File: src/rtl/instr_dispatch_if.sv
// ----------------------------------------------------------------------------
// instr_dispatch_if
//   Handshake bundle between an instruction source, the dispatcher and the
//   three execution units (EU, BIU, FCU).
//
//   Ports of the bundle:
//     start                  dispatch request from the source
//     ir[IR_W-1:0]           instruction word from the source
//     ready_eu/biu/fcu       per-unit completion acknowledges
//     cs_eu/biu/fcu          per-unit selects from the dispatcher
//     sel_eu[1:0]            EU op code (00 arith_i, 01 arith, 10 comp)
//     sel_biu                BIU op code (0 mov, 1 l_st)
//     sel_fcu                FCU op code (0 branch)
//     idle                   dispatcher can accept start
//     done                   one-cycle completion pulse
//     err                    one-cycle error pulse
//     err_code[1:0]          cause of last error (01 illegal, 10 timeout)
//
//   Modports: master = source/units side, slave = dispatcher side.
// ----------------------------------------------------------------------------
interface instr_dispatch_if #(
  parameter int IR_W = 32
);
  logic            start;
  logic [IR_W-1:0] ir;
  logic            ready_eu;
  logic            ready_biu;
  logic            ready_fcu;
  logic            cs_eu;
  logic            cs_biu;
  logic            cs_fcu;
  logic [1:0]      sel_eu;
  logic            sel_biu;
  logic            sel_fcu;
  logic            idle;
  logic            done;
  logic            err;
  logic [1:0]      err_code;

  modport master (
    output start, ir, ready_eu, ready_biu, ready_fcu,
    input  cs_eu, cs_biu, cs_fcu, sel_eu, sel_biu, sel_fcu,
    input  idle, done, err, err_code
  );

  modport slave (
    input  start, ir, ready_eu, ready_biu, ready_fcu,
    output cs_eu, cs_biu, cs_fcu, sel_eu, sel_biu, sel_fcu,
    output idle, done, err, err_code
  );
endinterface

File: src/rtl/instr_dispatch.sv
// ----------------------------------------------------------------------------
// instr_dispatch
//   Latches an instruction on an accepted start, decodes its prefix-coded
//   opcode field ir[OPC_MSB:OPC_MSB-5], selects one execution unit and waits
//   for that unit's ready, then pulses done (or err for an illegal opcode).
//
//   Ports:
//     clk   sole clock, rising edge
//     rst   asynchronous active-high reset
//     bus   instr_dispatch_if.slave (start, ir, ready_*, cs_*, sel_*,
//           idle, done, err, err_code)
//
//   All outputs are flops computed from the current state, so each output
//   trails the state register by one cycle: a start at edge 0 shows cs after
//   edge 2, and with ready already high done follows after edge 3.
//
//   Optional feature: define DISPATCH_TIMEOUT_EN to bound WAIT to TIMEOUT
//   cycles; on expiry the FSM goes to ERR with err_code 10.  Without the
//   macro WAIT is unbounded and no counter exists.
// ----------------------------------------------------------------------------
module instr_dispatch #(
  parameter int IR_W    = 32,
  parameter int OPC_MSB = 21,
  parameter int TO_W    = 8,
  parameter int TIMEOUT = 200
) (
  input logic               clk,
  input logic               rst,
  instr_dispatch_if.slave   bus
);

  typedef enum logic [2:0] {
    S_IDLE   = 3'd0,
    S_DECODE = 3'd1,
    S_WAIT   = 3'd2,
    S_DONE   = 3'd3,
    S_ERR    = 3'd4
  } state_e;

  typedef enum logic [2:0] {
    C_ARITH_I = 3'd0,
    C_MOV     = 3'd1,
    C_LST     = 3'd2,
    C_BRANCH  = 3'd3,
    C_ARITH   = 3'd4,
    C_COMP    = 3'd5,
    C_ILL     = 3'd6
  } cls_e;

  // Prefix code: the first zero bit from the top selects the class.
  function automatic cls_e decode_opc(input logic [5:0] o);
    cls_e c;
    if (o[5] == 1'b0)      c = C_ARITH_I;
    else if (o[4] == 1'b0) c = C_MOV;
    else if (o[3] == 1'b0) c = C_LST;
    else if (o[2] == 1'b0) c = C_BRANCH;
    else if (o[1] == 1'b0) c = C_ARITH;
    else if (o[0] == 1'b0) c = C_COMP;
    else                   c = C_ILL;
    return c;
  endfunction

  state_e      state_q, state_d;
  logic [5:0]  opc_q, opc_d;
  logic [2:0]  cs_q, cs_d;          // {fcu, biu, eu}
  logic [1:0]  sel_eu_q, sel_eu_d;
  logic        sel_biu_q, sel_biu_d;
  logic        sel_fcu_q, sel_fcu_d;
  logic        idle_q, idle_d;
  logic        done_q, done_d;
  logic        err_q, err_d;
  logic [1:0]  err_code_q, err_code_d;

  cls_e        cls_s;
  logic [2:0]  cs_sel_s;
  logic [1:0]  sel_eu_s;
  logic        sel_biu_s;
  logic        rdy_sel_s;

`ifdef DISPATCH_TIMEOUT_EN
  localparam logic [TO_W-1:0] TO_LAST = TO_W'(TIMEOUT - 1);
  localparam logic [TO_W-1:0] TO_ONE  = TO_W'(1);
  logic [TO_W-1:0] cnt_q, cnt_d;
`endif

  assign cls_s = decode_opc(opc_q);

  // Map the decoded class to its unit select, op code and ready source.
  always_comb begin
    cs_sel_s  = 3'b000;
    sel_eu_s  = 2'b00;
    sel_biu_s = 1'b0;
    rdy_sel_s = 1'b0;
    case (cls_s)
      C_ARITH_I: begin cs_sel_s = 3'b001; sel_eu_s = 2'b00; rdy_sel_s = bus.ready_eu;  end
      C_ARITH:   begin cs_sel_s = 3'b001; sel_eu_s = 2'b01; rdy_sel_s = bus.ready_eu;  end
      C_COMP:    begin cs_sel_s = 3'b001; sel_eu_s = 2'b10; rdy_sel_s = bus.ready_eu;  end
      C_MOV:     begin cs_sel_s = 3'b010; sel_biu_s = 1'b0; rdy_sel_s = bus.ready_biu; end
      C_LST:     begin cs_sel_s = 3'b010; sel_biu_s = 1'b1; rdy_sel_s = bus.ready_biu; end
      C_BRANCH:  begin cs_sel_s = 3'b100;                   rdy_sel_s = bus.ready_fcu; end
      default:   begin cs_sel_s = 3'b000;                   rdy_sel_s = 1'b0;          end
    endcase
  end

  // Next-state and next-output logic of the dispatch FSM.
  always_comb begin
    state_d    = state_q;
    opc_d      = opc_q;
    cs_d       = 3'b000;
    sel_eu_d   = 2'b00;
    sel_biu_d  = 1'b0;
    sel_fcu_d  = 1'b0;
    idle_d     = 1'b0;
    done_d     = 1'b0;
    err_d      = 1'b0;
    err_code_d = err_code_q;
`ifdef DISPATCH_TIMEOUT_EN
    cnt_d      = cnt_q;
`endif
    case (state_q)
      S_IDLE: begin
        idle_d = 1'b1;
        if (bus.start) begin
          opc_d   = bus.ir[OPC_MSB:OPC_MSB-5];
          state_d = S_DECODE;
        end else begin
          state_d = S_IDLE;
        end
      end
      S_DECODE: begin
`ifdef DISPATCH_TIMEOUT_EN
        cnt_d = '0;
`endif
        if (cls_s == C_ILL) state_d = S_ERR;
        else                state_d = S_WAIT;
      end
      S_WAIT: begin
        cs_d      = cs_sel_s;
        sel_eu_d  = sel_eu_s;
        sel_biu_d = sel_biu_s;
        // Ready has priority over a timeout landing on the same edge.
        if (rdy_sel_s) begin
          state_d = S_DONE;
`ifdef DISPATCH_TIMEOUT_EN
        end else if (cnt_q == TO_LAST) begin
          state_d = S_ERR;
        end else begin
          state_d = S_WAIT;
          cnt_d   = cnt_q + TO_ONE;
        end
`else
        end else begin
          state_d = S_WAIT;
        end
`endif
      end
      S_DONE: begin
        done_d  = 1'b1;
        state_d = S_IDLE;
      end
      S_ERR: begin
        err_d = 1'b1;
        // ERR is reached only by an illegal opcode or by a WAIT timeout.
        if (cls_s == C_ILL) err_code_d = 2'b01;
        else                err_code_d = 2'b10;
        state_d = S_IDLE;
      end
      default: begin
        state_d = S_IDLE;
      end
    endcase
  end

  // State, latched opcode and registered outputs.
  always_ff @(posedge clk or posedge rst) begin
    if (rst) begin
      state_q    <= S_IDLE;
      opc_q      <= 6'b000000;
      cs_q       <= 3'b000;
      sel_eu_q   <= 2'b00;
      sel_biu_q  <= 1'b0;
      sel_fcu_q  <= 1'b0;
      idle_q     <= 1'b1;
      done_q     <= 1'b0;
      err_q      <= 1'b0;
      err_code_q <= 2'b00;
    end else begin
      state_q    <= state_d;
      opc_q      <= opc_d;
      cs_q       <= cs_d;
      sel_eu_q   <= sel_eu_d;
      sel_biu_q  <= sel_biu_d;
      sel_fcu_q  <= sel_fcu_d;
      idle_q     <= idle_d;
      done_q     <= done_d;
      err_q      <= err_d;
      err_code_q <= err_code_d;
    end
  end

`ifdef DISPATCH_TIMEOUT_EN
  // WAIT cycle counter.
  always_ff @(posedge clk or posedge rst) begin
    if (rst) cnt_q <= '0;
    else     cnt_q <= cnt_d;
  end
`endif

  assign bus.cs_eu    = cs_q[0];
  assign bus.cs_biu   = cs_q[1];
  assign bus.cs_fcu   = cs_q[2];
  assign bus.sel_eu   = sel_eu_q;
  assign bus.sel_biu  = sel_biu_q;
  assign bus.sel_fcu  = sel_fcu_q;
  assign bus.idle     = idle_q;
  assign bus.done     = done_q;
  assign bus.err      = err_q;
  assign bus.err_code = err_code_q;

endmodule

File: src/flat_wrapper.sv
// flat-port wrapper written by rule: the top's interface ports become plain ports
module instr_dispatch_flat 
#(
  parameter int IR_W    = 32,
  parameter int OPC_MSB = 21,
  parameter int TO_W    = 8,
  parameter int TIMEOUT = 200
)
  (clk, rst, bus_start, bus_ir, bus_ready_eu, bus_ready_biu, bus_ready_fcu, bus_cs_eu, bus_cs_biu, bus_cs_fcu, bus_sel_eu, bus_sel_biu, bus_sel_fcu, bus_idle, bus_done, bus_err, bus_err_code);
  instr_dispatch_if #(.IR_W(IR_W)) bus_i ();
  input logic clk;
  input logic rst;
  input wire logic [$bits(bus_i.start)-1:0] bus_start;
  input wire logic [$bits(bus_i.ir)-1:0] bus_ir;
  input wire logic [$bits(bus_i.ready_eu)-1:0] bus_ready_eu;
  input wire logic [$bits(bus_i.ready_biu)-1:0] bus_ready_biu;
  input wire logic [$bits(bus_i.ready_fcu)-1:0] bus_ready_fcu;
  output wire logic [$bits(bus_i.cs_eu)-1:0] bus_cs_eu;
  output wire logic [$bits(bus_i.cs_biu)-1:0] bus_cs_biu;
  output wire logic [$bits(bus_i.cs_fcu)-1:0] bus_cs_fcu;
  output wire logic [$bits(bus_i.sel_eu)-1:0] bus_sel_eu;
  output wire logic [$bits(bus_i.sel_biu)-1:0] bus_sel_biu;
  output wire logic [$bits(bus_i.sel_fcu)-1:0] bus_sel_fcu;
  output wire logic [$bits(bus_i.idle)-1:0] bus_idle;
  output wire logic [$bits(bus_i.done)-1:0] bus_done;
  output wire logic [$bits(bus_i.err)-1:0] bus_err;
  output wire logic [$bits(bus_i.err_code)-1:0] bus_err_code;
  assign bus_i.start = bus_start;
  assign bus_i.ir = bus_ir;
  assign bus_i.ready_eu = bus_ready_eu;
  assign bus_i.ready_biu = bus_ready_biu;
  assign bus_i.ready_fcu = bus_ready_fcu;
  assign bus_cs_eu = bus_i.cs_eu;
  assign bus_cs_biu = bus_i.cs_biu;
  assign bus_cs_fcu = bus_i.cs_fcu;
  assign bus_sel_eu = bus_i.sel_eu;
  assign bus_sel_biu = bus_i.sel_biu;
  assign bus_sel_fcu = bus_i.sel_fcu;
  assign bus_idle = bus_i.idle;
  assign bus_done = bus_i.done;
  assign bus_err = bus_i.err;
  assign bus_err_code = bus_i.err_code;
  instr_dispatch #(.IR_W(IR_W), .OPC_MSB(OPC_MSB), .TO_W(TO_W), .TIMEOUT(TIMEOUT)) u_core (.clk(clk), .rst(rst), .bus(bus_i));
endmodule
File: config.mk
export PLATFORM = sky130hd
export DESIGN_NAME = instr_dispatch_flat
export DESIGN_NICKNAME = d
export VERILOG_FILES = /design/src/rtl/instr_dispatch_if.sv /design/src/rtl/instr_dispatch.sv /design/src/flat_wrapper.sv
export SDC_FILE = /design/constraint.sdc
export NUM_CORES = 1
export LEC_CHECK = 0
export CAP_MARGIN = 15
export CORE_ASPECT_RATIO = 1.2
export CORE_MARGIN = 10
export CORE_UTILIZATION = 41
export CTS_BUF_LIST = sky130_fd_sc_hd__clkbuf_8
export CTS_CLUSTER_SIZE = 30
export DETAILED_ROUTE_END_ITERATION = 8
export GPL_TIMING_DRIVEN = 0
export PLACE_DENSITY = 0.88
export SYNTH_ARGS = -nofsm -noshare
export SYNTH_HDL_FRONTEND = slang
export SYNTH_SLANG_ARGS = --single-unit
export TNS_END_PERCENT = 1
File: constraint.sdc
create_clock -name clk -period 3 [get_ports clk]
set_clock_uncertainty 0.15 [all_clocks]
set_input_delay 0.9 -clock clk [delete_from_list [all_inputs] [get_ports clk]]
set_output_delay 0.9 -clock clk [all_outputs]
set_load 0.03 [all_outputs]
==> impl_metrics.tcl, run 1 <==
set metrics [dict create \
    whs_ps 343.9 \
    cts-root-buf "clkbuf_8" \
    ys_seq_area_share_pct 59.23 \
    fin_util_pct 61.40 \
    synth_ff_type "dfrtp_1" \
    synthesis.area_per_instance_um2 13.24 \
    hold_class "reg -> reg" \
    ys_ff_latch 20 \
    cts_setup_buffers 0 \
    dp.cells 105 \
    fp.dieW_um 61.50 \
    wl_per_cell_um 16.23 \
    drive_gt1_share_pct 20.00 \
    synth_edf_count 0 \
    synth_area_leaders "dfrtp_1 56%, mux2_4 11%, nor3b_1 3.5%" \
    antenna_cells 0 \
    clk_pin_slew_ps 80 \
    track_usage_pct 8.527 \
    yosysUniqueCellTypes 28 \
    port_buffers 22 \
    cpMaxStageDelayCell "clkdlybuf4s50_1" \
    cp-start-kind "register" \
    multiInputGateArea_um2 315.3 \
    synth-warning-count 0 \
    arrival_ps 1440 \
    start_util_pct 44.75 \
    postSynthCellCount 64 \
    crit_fanout 1 \
    drt_iter0_markers 6 \
    cts_buffer_depth 2 \
    core-area_um2 1893 \
    syn2layout_area_growth_pct 37.22 \
    end_kind "output port" \
    peakVddDrop_v 0.0004598 \
    fin_area_um2 1162 \
    r2r-end "u_core.opc_q[2]" \
    holdBufCountCts 0 \
    cts_num_sinks 20 \
    via_per_inst 5.257 \
    setup_viol 0 \
    rsz0062_at_grt "false" \
    syn_nets 102 \
    place_area_um2 1091 \
    ctsResizeCount 0 \
    layout_commonest_cell "clkdlybuf4s50_1" \
    worstHoldStart "u_core.opc_q[0]" \
    crit_path_cell_trace "clkdlybuf4s50_1" \
    clock.fmax_mhz 401.1 \
    finalMaxSlewViolations 0 \
    grt_pass1_vias 611 \
    drv_cap 0 \
    min_period_ps 2493 \
    slowest_delay_ps 660 \
    async_flop_share_pct 100.0 \
    synth_area_um2 847.1 \
    cts_tree "done" \
    power_density_nw_per_um2 964.3 \
    pin_count 50 \
    hold_depth 1 \
    min_to "u_core.bus.sel_eu[1]" \
    crit_type "reg -> out" \
    seqCellArea_um2 501.7 \
    antenna_found_initial 0 \
    cts_htree_levels 1 \
    ant_nets 0 \
    worstMarginPinSlew_ps 734.6 \
    grt_max_degree 21 \
    numCtsBuffers 3 \
    outcome "completed" \
    finalSetupTns_ps 0 \
    rr_worst_depth 4 \
    synth.top_cell.area_share_pct 56.13 \
    p_leak_nw 0.5145 \
    grt_pass1_wl_um 2829 \
    hold_violations 0 \
    dr.pass1.iters 4 \
    crit_buf_inv 1 \
    yosys.area.top_type "dfrtp_1" \
    fp.dieH_um 69.79 \
    hpwl_um 1310 \
    num_rows 17 \
    required_ps 1950 \
    relSlewSlack_pct 50.97 \
    period_share_pct 83.10 \
    fin_cells 109 \
    drt-total-wl_um 1769 \
    die-area_um2 4292 \
    gr-total-overflow 0 \
    clk_latency_ps 260 \
    timing.rr.start "u_core.state_q[2]" \
    via_count 573 \
    final_cell_mix "22 x clkdlybuf4s50_1, 19 x dfrtp_1, 7 x nand2_1" \
    nNetsFinal 129 \
    ff2ff_setup_slack_ps 1380 \
    drcViolationCount 0 \
    cp_top_family "buffers and inverters" \
    gp_congestion 0.7096 \
    fill_cells 156 \
]
[cells by family (layout without fill, tap and decap cells)]
kind of cell,after synthesis,count (layout),synth area share (%)
AOI/OAI and AO/OA,7,7,5.465
buffers and inverters,5,31,3.545
DFF,20,20,59.23
muxes,8,8,13.15
other,1,1,0.4427
and+or+nand+nor,23,23,18.17
[area by class of cell]
| type | count | share of cell area [%] |
|---|---|---|
| flip-flops and latches | 20 | 43.16 |
| multi-input cells | 39 | 27.13 |
| repair buffers | 22 | 18.95 |
| clock buffers | 3 | 3.552 |
| clock inverters | 1 | 2.583 |
| well taps | 19 | 2.045 |
| plain buffers | 2 | 1.615 |
| inverters | 3 | 0.9688 |
[layer usage]
layer	global-route usage [%]	up-vias	wire (µm)
li1	-	272	-
met1	9.646	274	722
met2	12.93	23	919
met3	1.280	4	85
met4	7.635	0	42
met5	0	-	0
[Yosys cell counts (2+ instances only)]
master,instances
nor3b_1,4
a21boi_0,2
nand2_1,7
inv_1,3
mux2_4,6
a21oi_1,2
dfrtp_1,19
[state kept, by name (all words and copies together), names as in the netlist]
signal,flops
u_core.bus.done,1
u_core.cs_q,3
u_core.opc_q,6
u_core.state_q,3
u_core.bus.err_code,2
u_core.bus.err,1
u_core.bus.sel_biu,1
u_core.bus.sel_eu,2
u_core.bus.idle,1
[worst max path at each step]
stage | cells after the start | end | slack (ps) | startpoint
3_5_place_dp | 4 | u_core.opc_q[2] | 750 | bus_start
5_1_grt | 1 | bus_idle | 470 | u_core.bus.idle
4_1_cts | 1 | bus_idle | 500 | u_core.bus.idle
3_3_place_gp | 4 | u_core.opc_q[0] | 780 | bus_start
2_1_floorplan | 3 | u_core.opc_q[0] | 1300 | bus_start
6_report | 1 | bus_idle | 510 | u_core.bus.idle
[power by group]
part	total, mW	internal [mW]	switching, mW
clock	0.271	0.178	0.0931
combinational	0.394	0.210	0.184
sequential	0.455	0.361	0.0941
[per-stage QoR]
stage | setup WS (ps) | power (mW)
global placement | 779.1 | 0.8285
floorplan | 1301 | 0.7129
global route | 472.0 | 1.176
finish | 507.1 | 1.121
detailed placement | 750.5 | 0.8462
CTS | 500.9 | 1.124
No activity file was read; power rests on OpenSTA's default activity.
==> run 2, diff against run 1 <==
--- a/config.mk
+++ b/config.mk
@@ -8,12 +8,12 @@
 export CAP_MARGIN = 15
 export CORE_ASPECT_RATIO = 1.2
 export CORE_MARGIN = 10
-export CORE_UTILIZATION = 41
+export CORE_UTILIZATION = 38
 export CTS_BUF_LIST = sky130_fd_sc_hd__clkbuf_8
 export CTS_CLUSTER_SIZE = 30
 export DETAILED_ROUTE_END_ITERATION = 8
 export GPL_TIMING_DRIVEN = 0
-export PLACE_DENSITY = 0.88
+export PLACE_DENSITY = 0.83
 export SYNTH_ARGS = -nofsm -noshare
 export SYNTH_HDL_FRONTEND = slang
 export SYNTH_SLANG_ARGS = --single-unit
==> constraint.sdc (replaced) <==
create_clock -name clk -period 2.6 [get_ports clk]
set_clock_uncertainty 0.15 [all_clocks]
set_input_delay 0.78 -clock clk [delete_from_list [all_inputs] [get_ports clk]]
set_output_delay 0.78 -clock clk [all_outputs]
set_load 0.03 [all_outputs]
==> run 2 against run 1 <==
Compared with the run above: wire length decreased by 9.1%; combinational power increased by 12%; final cell count increased by 10%; critical path type unchanged; first-iteration DRC count increased by 17%; global-route usage decreased by 0.87 points; worst hold slack improved by 8.3 ps.
==> impl_metrics.tcl, run 2 (synthesis results as in run 1) <==
set metrics [dict create \
    cts_num_sinks 20 \
    port_buffers 22 \
    drive_gt1_share_pct 20.00 \
    min_to "u_core.bus.sel_eu[1]" \
    finalSetupTns_ps 0 \
    clk_latency_ps 260 \
    pin_count 50 \
    setup_ws_ps 245.0 \
    cpMaxStageDelayCell "clkdlybuf4s50_1" \
    peakVddDrop_v 0.0007129 \
    p_total_mw 1.267 \
    cts_setup_buffers 0 \
    gr-total-overflow 0 \
    via_count 569 \
    syn2layout_area_growth_pct 38.85 \
    ff2ff_setup_slack_ps 1010 \
    die-area_um2 4526 \
    dp.cells 116 \
    hold_depth 1 \
    crit_path_cell_trace "clkdlybuf4s50_1" \
    hold_violations 0 \
    largest_reg_flops 6 \
    fp.dieW_um 63.10 \
    dp_slack_ps 480.6 \
    r2r-end "u_core.opc_q[2]" \
    drcViolationCount 0 \
    whs_ps 352.3 \
    arrival_ps 1420 \
    grt_pass1_vias 596 \
    nNetsFinal 129 \
    antenna_found_initial 0 \
    hpwl_um 1258 \
    grt_pass1_wl_um 2725 \
    crit_fanout 1 \
    final_cell_mix "22 x clkdlybuf4s50_1, 19 x dfrtp_1, 7 x nand2_1" \
    drv_cap 0 \
    dr.pass1.iters 4 \
    p_leak_nw 0.5145 \
    via_per_inst 4.742 \
    largest-register "u_core.opc_q" \
    end_kind "output port" \
    cts_tree "done" \
    min_period_ps 2355 \
    worstMarginPinSlew_ps 717.5 \
    fin_cells 120 \
    crit_type "reg -> out" \
    wl_per_cell_um 13.40 \
    period_share_pct 90.58 \
    clock.fmax_mhz 424.6 \
    cts-root-buf "clkbuf_8" \
    timing.rr.start "u_core.state_q[2]" \
    finalMaxSlewViolations 0 \
    ctsResizeCount 0 \
    fp.dieH_um 71.72 \
    cts_htree_levels 1 \
    clk_pin_slew_ps 70 \
    hold_class "reg -> reg" \
    num_rows 18 \
    power_density_nw_per_um2 1077 \
    rr_worst_depth 4 \
    layout_commonest_cell "clkdlybuf4s50_1" \
    rsz0062_at_grt "false" \
    grt_max_degree 21 \
    drt_iter0_markers 7 \
    setup_viol 0 \
    cp_top_family "buffers and inverters" \
    crit_buf_inv 1 \
    cp-startpoint "u_core.bus.idle" \
    ant_nets 0 \
    numCtsBuffers 3 \
    worstHoldStart "u_core.opc_q[0]" \
    required_ps 1670 \
    holdBufCountCts 0 \
    relSlewSlack_pct 52.11 \
    gp_congestion 0.7860 \
    start_util_pct 40.44 \
    largestRegisters "u_core.opc_q (6), u_core.cs_q (3), u_core.state_q (3)" \
    slowest_delay_ps 660 \
    drt-total-wl_um 1608 \
    antenna_cells 0 \
    cp-start-kind "register" \
    track_usage_pct 7.658 \
    cts_buffer_depth 2 \
    outcome "completed" \
    core-area_um2 2095 \
]
run 2: layout make-up:
type / instances / area, µm²
Fill cell: 181 / 918.4
Tap cell: 30 / 37.54
Timing Repair Buffer: 22 / 220.2
Clock inverter: 1 / 30.03
Clock buffer: 3 / 41.29
Multi-Input combinational cell: 39 / 315.3
Buffer: 2 / 18.77
Inverter: 3 / 11.26
Sequential cell: 20 / 501.7
run 2: layer usage:
layer / wire (µm) / vias to the layer above / track usage [%]
li1: - / 270 / -
met1: 686 / 271 / 7.797
met2: 733 / 21 / 11.86
met3: 126 / 7 / 3.577
met4: 61 / 0 / 6.219
met5: 0 / - / 0
run 2: through the flow:
| stage | util [%] | instance area [µm²] |
|---|---|---|
| floorplan | - | 847.1 |
| global placement | 52.75 | 1105 |
| detailed placement | 52.75 | 1105 |
| CTS | 56.15 | 1176 |
| global route | 56.15 | 1176 |
| finish | 56.15 | 1176 |
run 2: worst max path at each step:
stage	end	slack [ps]	cells past startpoint
floorplan	u_core.opc_q[0]	1020	3
global placement	u_core.opc_q[4]	490	4
detailed placement	u_core.opc_q[2]	480	4
CTS	bus_idle	230	1
global route	bus_idle	210	1
finish	bus_idle	250	1
run 2: where the power goes:
group	internal [mW]	switching (mW)	total (mW)
Clock	0.205	0.0977	0.303
Combinational	0.242	0.198	0.441
Sequential	0.417	0.106	0.523
Total	0.865	0.402	1.27
==> run 3, diff against run 2 <==
--- a/config.mk
+++ b/config.mk
@@ -8,12 +8,12 @@
 export CAP_MARGIN = 15
 export CORE_ASPECT_RATIO = 1.2
 export CORE_MARGIN = 10
-export CORE_UTILIZATION = 38
-export CTS_BUF_LIST = sky130_fd_sc_hd__clkbuf_8
+export CORE_UTILIZATION = 36
 export CTS_CLUSTER_SIZE = 30
 export DETAILED_ROUTE_END_ITERATION = 8
 export GPL_TIMING_DRIVEN = 0
-export PLACE_DENSITY = 0.83
+export PLACE_DENSITY = 0.79
+export SLEW_MARGIN = 20
 export SYNTH_ARGS = -nofsm -noshare
 export SYNTH_HDL_FRONTEND = slang
 export SYNTH_SLANG_ARGS = --single-unit
==> run 3 against run 2 <==
Compared with the run above: combinational power is 1% higher; maximum frequency shrank 2.9%; sequential share of layout area is 1.6 points higher; final cell count increased by 0.83%; worst setup slack lost 71 ps; wire length is 1.5% higher; non-clock buffer count did not move; worst hold slack lost 6.0 ps; clock power fell by 52%.
==> impl_metrics.tcl, run 3 (synthesis results as in run 1) <==
set metrics [dict create \
    outcome "completed" \
    cts_buffer_depth 2 \
    holdBufCountCts 0 \
    hold_class "reg -> reg" \
    rr_worst_depth 4 \
    track_usage_pct 7.398 \
    power_density_nw_per_um2 979.9 \
    finalSetupTns_ps 0 \
    cts_htree_levels 1 \
    cpMaxStageDelayCell "clkdlybuf4s50_1" \
    nNetsFinal 129 \
    num_rows 19 \
    crit_type "reg -> out" \
    grt_pass1_wl_um 2732 \
    hold_depth 1 \
    ant_nets 0 \
    arrival_ps 1500 \
    fp.dieH_um 73.14 \
    end_kind "output port" \
    grt_pass1_vias 594 \
    crit_fanout 1 \
    cp_top_family "buffers and inverters" \
    timing.rr.start "u_core.state_q[2]" \
    crit_path_cell_trace "clkdlybuf4s50_1" \
    clk_latency_ps 290 \
    die-area_um2 4701 \
    cts-root-buf "clkbuf_4" \
    largestRegisters "u_core.opc_q (6), u_core.cs_q (3), u_core.state_q (3)" \
    start_util_pct 37.12 \
    worstHoldStart "u_core.opc_q[0]" \
    p_leak_nw 0.4938 \
    rsz0062_at_grt "false" \
    final_cell_mix "22 x clkdlybuf4s50_1, 19 x dfrtp_1, 7 x nand2_1" \
    drv_cap 0 \
    dr.pass1.iters 4 \
    ff2ff_setup_slack_ps 1000 \
    drt-total-wl_um 1632 \
    largest_reg_flops 6 \
    fill_cells 220 \
    grt_max_degree 21 \
    gr-total-overflow 0 \
    largest-register "u_core.opc_q" \
    peakVddDrop_v 0.0005174 \
    hpwl_um 1272 \
    cts_num_sinks 20 \
    ctsResizeCount 0 \
    layout_commonest_cell "clkdlybuf4s50_1" \
    relSlewSlack_pct 52.31 \
    core-area_um2 2282 \
    required_ps 1670 \
    drive_gt1_share_pct 18.89 \
    gp_congestion 0.7885 \
    port_buffers 22 \
    wl_per_cell_um 13.49 \
    antenna_cells 0 \
    worstMarginPinSlew_ps 714.5 \
    pin_count 50 \
    crit_buf_inv 1 \
    via_count 555 \
    finalMaxSlewViolations 0 \
    clk_pin_slew_ps 100 \
    numCtsBuffers 3 \
    hold_violations 0 \
    setup_viol 0 \
    drcViolationCount 0 \
    min_period_ps 2426 \
    cts_tree "done" \
    min_to "u_core.bus.sel_eu[1]" \
    clock.fmax_mhz 412.1 \
    via_per_inst 4.587 \
    drt_iter0_markers 34 \
    r2r-end "u_core.opc_q[4]" \
    fp.dieW_um 64.28 \
    period_share_pct 93.32 \
    cts_setup_buffers 0 \
    slowest_delay_ps 670 \
    syn2layout_area_growth_pct 33.68 \
    fin_util_pct 49.62 \
    cp-start-kind "register" \
    antenna_found_initial 0 \
]
## run 3: cell count changes in the layout (fill, tap and decap cells not counted)
cell and delta:
clkbuf_1 +1, bufinv_16 -1, clkbuf_8 -3, clkbuf_4 +3
## run 3: stage by stage
stage	hold WS (ps)	power (mW)	setup slack (ps)	instance area, µm²	instances
floorplan	300.9	0.8226	1021	847.1	64
finish	346.3	1.110	173.6	1132	121
global route	382.3	1.186	139.9	1132	121
global placement	325.7	0.9587	491.5	1106	117
CTS	345.8	1.122	168.1	1132	121
detailed placement	324.6	0.9717	471.0	1106	117
## run 3: worst max path at each step
stage / to / slack (ps) / start / cells past startpoint
after floorplan: u_core.opc_q[0] / 1020 / bus_start / 3
final: bus_idle / 170 / u_core.bus.idle / 1
after detailed placement: u_core.opc_q[4] / 470 / bus_start / 4
after global placement: u_core.opc_q[0] / 490 / bus_start / 4
after CTS: bus_idle / 170 / u_core.bus.idle / 1
after global routing: bus_idle / 140 / u_core.bus.idle / 1
## run 3: report_power, final
part | switching (mW) | internal (mW)
Clock | 0.0853 | 0.0598
Sequential | 0.102 | 0.416
Combinational | 0.203 | 0.243
## run 3: area by class of cell
cell class / instances / area, µm² / area share, %
buffer: 2 / 18.77 / 1.657
clock buffer: 4 / 26.28 / 2.320
inverter: 3 / 11.26 / 0.9945
multi-input combinational: 39 / 315.3 / 27.85
sequential: 20 / 501.7 / 44.31
tap: 31 / 38.79 / 3.425
timing repair buffer: 22 / 220.2 / 19.45
## run 3: metal layers
layer  share of wire, %  vias to the layer above  routed length, µm  track usage, %
met5                  0                        -                  0               0
met4                3.4                        0                 55           5.714
met3                8.0                        5                130           2.611
met2                 52                       19                847           12.06
met1                 37                      258                599           7.596
li1                   -                      273                  -               -
